[src/rtl/mem_req_rsp_pkg.sv]
// Shared types and helpers for the request/response memory.
package mem_req_rsp_pkg;

  // Controller states: walk-and-zero the array, then serve requests.
  typedef enum logic {
    ST_CLEAR,
    ST_RUN
  } state_t;

  // One byte enable per 8 data bits.
  function automatic int strb_width(input int width);
    return width / 8;
  endfunction

  // Response buffer entry is {err, rdata}: error flag in the MSB above the data word.
  function automatic int rsp_entry_width(input int width);
    return width + 1;
  endfunction

endpackage

[src/rtl/sync_fifo.sv]
// Synchronous FIFO with occupancy count; used as the response buffer.
module sync_fifo #(
  parameter int WIDTH = 8,
  parameter int DEPTH = 4,
  parameter int CNT_W = $clog2(DEPTH + 1)
) (
  input  logic             clk,
  input  logic             rst,
  input  logic             push,
  input  logic             pop,
  input  logic [WIDTH-1:0] din,
  output logic [WIDTH-1:0] dout,
  output logic [CNT_W-1:0] count,
  output logic             empty,
  output logic             full
);

  localparam int PTR_W = $clog2(DEPTH);
  localparam logic [PTR_W-1:0] LAST_PTR = PTR_W'(DEPTH - 1);

  logic [WIDTH-1:0] store [DEPTH];
  logic [PTR_W-1:0] rd_ptr;
  logic [PTR_W-1:0] wr_ptr;
  logic             do_push;
  logic             do_pop;

  assign do_pop  = pop && !empty;
  assign do_push = push && (!full || do_pop);
  assign empty   = (count == '0);
  assign full    = (count == CNT_W'(DEPTH));
  assign dout    = store[rd_ptr];

  // Entry storage; contents are don't-care until pushed.
  always_ff @(posedge clk) begin
    if (do_push) store[wr_ptr] <= din;
  end

  // Pointers wrap at DEPTH-1 so non-power-of-two depths work.
  always_ff @(posedge clk) begin
    if (rst) begin
      rd_ptr <= '0;
      wr_ptr <= '0;
      count  <= '0;
    end else begin
      if (do_push) wr_ptr <= (wr_ptr == LAST_PTR) ? '0 : wr_ptr + 1'b1;
      if (do_pop)  rd_ptr <= (rd_ptr == LAST_PTR) ? '0 : rd_ptr + 1'b1;
      count <= count + CNT_W'(do_push) - CNT_W'(do_pop);
    end
  end

endmodule

[src/rtl/mem_req_rsp.sv]
// Single-port memory with request/response handshake, post-reset clear
// and out-of-range reporting.
module mem_req_rsp
  import mem_req_rsp_pkg::*;
#(
  parameter int DEPTH      = 16,
  parameter int WIDTH      = 32,
  parameter int RSP_DEPTH  = 4,
  parameter int ADDR_WIDTH = $clog2(DEPTH),
  parameter int STRB_WIDTH = strb_width(WIDTH)
) (
  input  logic                  clk,
  input  logic                  rst,
  input  logic                  req_valid,
  output logic                  req_ready,
  input  logic                  req_wr,
  input  logic [ADDR_WIDTH-1:0] req_addr,
  input  logic [WIDTH-1:0]      req_wdata,
  input  logic [STRB_WIDTH-1:0] req_strb,
  output logic                  rsp_valid,
  input  logic                  rsp_ready,
  output logic [WIDTH-1:0]      rsp_rdata,
  output logic                  rsp_err,
  output logic                  init_done
);

  localparam int ENTRY_W = rsp_entry_width(WIDTH);
  localparam int CNT_W   = $clog2(RSP_DEPTH + 1);
  localparam logic [ADDR_WIDTH:0]   DEPTH_EXT = (ADDR_WIDTH + 1)'(DEPTH);
  localparam logic [ADDR_WIDTH-1:0] LAST_ADDR = ADDR_WIDTH'(DEPTH - 1);
  localparam logic [CNT_W:0]        RSP_LIMIT = (CNT_W + 1)'(RSP_DEPTH);

  state_t                state;
  state_t                state_nxt;
  logic [ADDR_WIDTH-1:0] clr_addr;
  logic [ADDR_WIDTH-1:0] clr_addr_nxt;
  logic [WIDTH-1:0]      mem [DEPTH];

  logic                  pipe_valid;
  logic                  pipe_err;
  logic [WIDTH-1:0]      pipe_rdata;
  logic                  accept;
  logic                  in_range;

  logic [ENTRY_W-1:0]    buf_din;
  logic [ENTRY_W-1:0]    buf_dout;
  logic [CNT_W-1:0]      buf_count;
  logic                  buf_empty;
  logic                  buf_full;
  logic                  buf_pop;

  // State and clear-address registers.
  always_ff @(posedge clk) begin
    if (rst) begin
      state    <= ST_CLEAR;
      clr_addr <= '0;
    end else begin
      state    <= state_nxt;
      clr_addr <= clr_addr_nxt;
    end
  end

  // Step the clear address each cycle; leave CLEAR after zeroing the last word.
  always_comb begin
    state_nxt    = state;
    clr_addr_nxt = clr_addr;
    if (state == ST_CLEAR) begin
      clr_addr_nxt = clr_addr + 1'b1;
      if (clr_addr == LAST_ADDR) begin
        state_nxt    = ST_RUN;
        clr_addr_nxt = '0;
      end
    end
  end

  // Reserve a buffer slot for every request in flight so the pipeline never stalls.
  assign in_range  = ({1'b0, req_addr} < DEPTH_EXT);
  assign req_ready = (state == ST_RUN) && !buf_full &&
                     (({1'b0, buf_count} + (CNT_W + 1)'(pipe_valid)) < RSP_LIMIT);
  assign accept    = req_valid && req_ready;
  assign init_done = (state == ST_RUN);

  // Storage: clear walk, or byte-strobed write for in-range accepted writes.
  always_ff @(posedge clk) begin
    if (!rst && state == ST_CLEAR) begin
      mem[clr_addr] <= '0;
    end else if (!rst && accept && req_wr && in_range) begin
      for (int unsigned i = 0; i < STRB_WIDTH; i++) begin
        if (req_strb[i]) mem[req_addr][8*i +: 8] <= req_wdata[8*i +: 8];
      end
    end
  end

  // Pipeline stage: synchronous read and error flag, pushed to the buffer next edge.
  always_ff @(posedge clk) begin
    if (rst) begin
      pipe_valid <= 1'b0;
      pipe_err   <= 1'b0;
      pipe_rdata <= '0;
    end else begin
      pipe_valid <= accept;
      if (accept) begin
        pipe_err   <= !in_range;
        pipe_rdata <= (!req_wr && in_range) ? mem[req_addr] : '0;
      end
    end
  end

  assign buf_din = {pipe_err, pipe_rdata};
  assign buf_pop = rsp_ready && !buf_empty;

  sync_fifo #(
    .WIDTH (ENTRY_W),
    .DEPTH (RSP_DEPTH)
  ) u_rsp_buf (
    .clk   (clk),
    .rst   (rst),
    .push  (pipe_valid),
    .pop   (buf_pop),
    .din   (buf_din),
    .dout  (buf_dout),
    .count (buf_count),
    .empty (buf_empty),
    .full  (buf_full)
  );

  assign rsp_valid = !buf_empty;
  assign rsp_rdata = buf_empty ? '0 : buf_dout[WIDTH-1:0];
  assign rsp_err   = !buf_empty && buf_dout[WIDTH];

endmodule
[config.mk]
export PLATFORM = sky130hd
export DESIGN_NAME = mem_req_rsp
export DESIGN_NICKNAME = d
export VERILOG_FILES = /design/src/rtl/mem_req_rsp_pkg.sv /design/src/rtl/sync_fifo.sv /design/src/rtl/mem_req_rsp.sv
export SDC_FILE = /design/constraint.sdc
export NUM_CORES = 1
export LEC_CHECK = 0
export ABC_AREA = 1
export BUFFER_PORTS_ARGS = -buffer_cell sky130_fd_sc_hd__buf_4
export CAP_MARGIN = 10
export CELL_PAD_IN_SITES_DETAIL_PLACEMENT = 0
export CELL_PAD_IN_SITES_GLOBAL_PLACEMENT = 1
export CORE_MARGIN = 1.5
export CORE_UTILIZATION = 55
export CTS_CLUSTER_SIZE = 10
export DETAILED_ROUTE_END_ITERATION = 7
export PLACE_DENSITY_LB_ADDON = 0.1
export RECOVER_POWER = 100
export SLEW_MARGIN = 0
export SYNTH_ARGS = -nofsm -noshare
export SYNTH_HDL_FRONTEND = slang
export SYNTH_SLANG_ARGS = --single-unit
[constraint.sdc]
create_clock -name clk -period 5.2 [get_ports clk]
set_input_delay 0.52 -clock clk [delete_from_list [all_inputs] [get_ports clk]]
set_output_delay 0.52 -clock clk [all_outputs]
set_load 0.02 [all_outputs]
==> run metrics <==
status finished, violations left; failing checks max-capacitance violations, max-slew violations; final setup TNS 0 ns; setup bufs post-CTS 0; Fill cells 3,893; CTS root buf clkbuf_16; crit share post-route 78.5%; slew margin rel. -108%; final setup margin 1.12 ns; placed inst area 28,700 um2; min Tclk post-route 4.08 ns; clk_lat worst skew 0.61 ns; Seq pwr share 48.2%; GP Congestion 0.855; critical path data arrival time 4.34 ns; post-synthesis simple-gate area fraction 10.9%; CP Class reg2reg; DR iter-0 viols 1,637; Post-Synth XOR/XNOR Area 0.0319%; Peak supply drop 0.309 mV; cts repair resizes 0; Compound-Gate Fraction of Synth Area 12.0%; Die H 226 um; final WL 67,400 um; largest net degree at the start of global routing 162; final hold vios 0; TritonCTS clock tree done; final setup fails 0; Synth Area in Adders 0.484%; # IOs 81; GRT overflow 0; DRC 0; proportion of layout cells with a drive suffix above 1 7.98%; WP data required 5.46 ns; Antenna Violating Nets Remaining 0; Seq cells post-synth 687; Net Sw Power 3.26 mW; Critical R2R Launch u_rsp_buf.count[1]; max_cap viols 6; clock power share 38.6%; CTS Buffer Depth 3; CTS Hold Bufs 0; Core ar. 49,100 um2; Sw Share 25.8%; Pwr Total 12.6 mW; vias 17,500; first-pass GRT wire length 100,000 um; commonest non-fill, non-tap cells in the layout edfxtp_1, nor2_1, o21ai_0; power density cells 413 nW/um2; Layout Nets 2,312; area of the multi-input gates 6330 um2; vias in the first global route 16,500; area delta synth->final 11.3%; syn nets 2,251; CTS clock-pin slew for the worst setup and hold paths 0.06 ns; internal power 9.35 mW; Avg Cell Area, Syn 12.5 um2; Pleak 10.1 nW; Logic pwr share 13.2%; initial antenna violation count 0; Seq/Total Area, Yosys 73.5%; clk sinks 687; post-route cell area 30,500 um2; Worst setup SP type flip-flop; most common cell after layout, fill and taps aside edfxtp_1; Hold Worst Slack 0.252 ns; Post-Synthesis Cell Area 27,400 um2; die area 51,200 um2; first-pass detailed-route iteration total 6; crit path from u_rsp_buf.count[1]; fmax 245 MHz; Seq. cell area 20,200 um2; Post-Syn Instances 2,196; PortBufs 79; ant diodes 0; Worst Setup End Kind flip-flop; RSZ-0062 raised after global routing false; setup slack after placement 1.66 ns; TritonCTS buffer count 78; drt via density 5.91; Hold Crit Start req_valid; H-tree depth 3; # rows 81; min-delay worst type in2reg; crit path max fanout 32; Pins Over Slew Limit 191; detail-routed net length per standard cell 22.8 um; number of synthesis warnings 0; Initial Util 55.9%; Global Route Usage Sum 26.6%; die extent in x 226 um; mux contribution to synthesized area 0%; clk_skew 0.0278 ns; Slew @ Worst Pin 3.11 ns; hpwl dp 40,500 um; largest family of logic cells by synthesized area compound AO/OA/AOI/OAI gates; Netlist cell types 37
-- power by group through the flow --
stage | Combinational (mW) | Sequential (mW) | Clock (mW)
floorplan | 1.15 | 6.18 | 0
global placement | 1.82 | 6.19 | 0
detailed placement | 1.85 | 6.19 | 0
CTS | 1.85 | 6.08 | 4.93
global route | 1.84 | 6.08 | 5.13
finish | 1.67 | 6.08 | 4.86
-- cell families (layout without fill, tap and decap cells) --
logic type      count (synthesis)  count (layout)
simple gates                  709             709
xor+xnor                        1               1
compound gates                579             579
fa+ha+maj                      10              10
flops                         687             687
buf+inv                       209             307
other cells                     1               1
-- Yosys cell counts, drive strengths merged --
library cell | count | area share (%)
fa | 1 | 0.073
inv | 61 | 0.84
ha | 9 | 0.41
nand4 | 3 | 0.12
o211a | 1 | 0.037
a21oi | 75 | 1.4
nor3 | 7 | 0.13
and3 | 1 | 0.023
xnor2 | 1 | 0.032
nand3 | 43 | 0.93
dfxtp | 47 | 3.4
clkbuf | 103 | 1.4
edfxtp | 640 | 70
nand2 | 129 | 2.2
o31ai | 8 | 0.22
nor2 | 525 | 7.5
and2 | 1 | 0.023
a211oi | 2 | 0.055
o22ai | 58 | 1.3
o21ai | 365 | 6.7
buf | 43 | 0.79
o221ai | 70 | 2.2
clkinv | 2 | 0.027
conb | 1 | 0.014
-- per-layer routing --
| layer | track usage [%] | vias up | share of wire, % |
|---|---|---|---|
| met1 | 37.6 | 8552 | 43 |
| met3 | 4.19 | 122 | 7.4 |
| li1 | - | 8079 | - |
| met5 | 0 | - | 0 |
| met2 | 42.0 | 734 | 47 |
| met4 | 9.94 | 0 | 2.9 |
-- worst paths after layout --
check	slack (ns)	endpoint	cells past startpoint
worst max-delay path	1.12	mem[9][2]	11
worst min-delay path	0.25	pipe_valid	3
worst min register to register	0.50	u_rsp_buf.store[0][3]	0
worst max register to register	1.12	mem[9][2]	11
-- registers in the layout, indices dropped and copies added (netlist names), named ones only --
name,count
u_rsp_buf.rd_ptr,2
clr_addr,4
u_rsp_buf.count,3
pipe_rdata,32
pipe_valid,1
init_done,1
mem,512
u_rsp_buf.wr_ptr,2
u_rsp_buf.store,128
-- metrics by stage --
step	utilization [%]	std cells
3_5_place_dp	58.4	2840
4_1_cts	62.9	2957
3_3_place_gp	58.4	2840
2_1_floorplan	-	2196
5_1_grt	62.2	2958
6_report	62.2	2958
-- critical path, cell delays in order (launching register included) --
cell	delay, ns
dfxtp_1	0.36
ha_1	0.21
inv_1	0.05
nor2_1	0.06
nor2_4	0.13
nand4_1	0.11
nor2_1	0.68
o21ai_4	0.29
nand2_8	0.19
inv_1	0.61
nor2_1	0.28
clkbuf_1	0.76
-- area by class of cell --
cell class / count / area share, %
Sequential cell: 687 / 66.1
Multi-Input combinational cell: 1300 / 20.7
Clock buffer: 114 / 7.12
Tap cell: 664 / 2.72
Timing Repair Buffer: 127 / 2.45
Inverter: 63 / 0.791
Clock inverter: 3 / 0.111
Note: power is estimated with default switching activity, not from simulation.
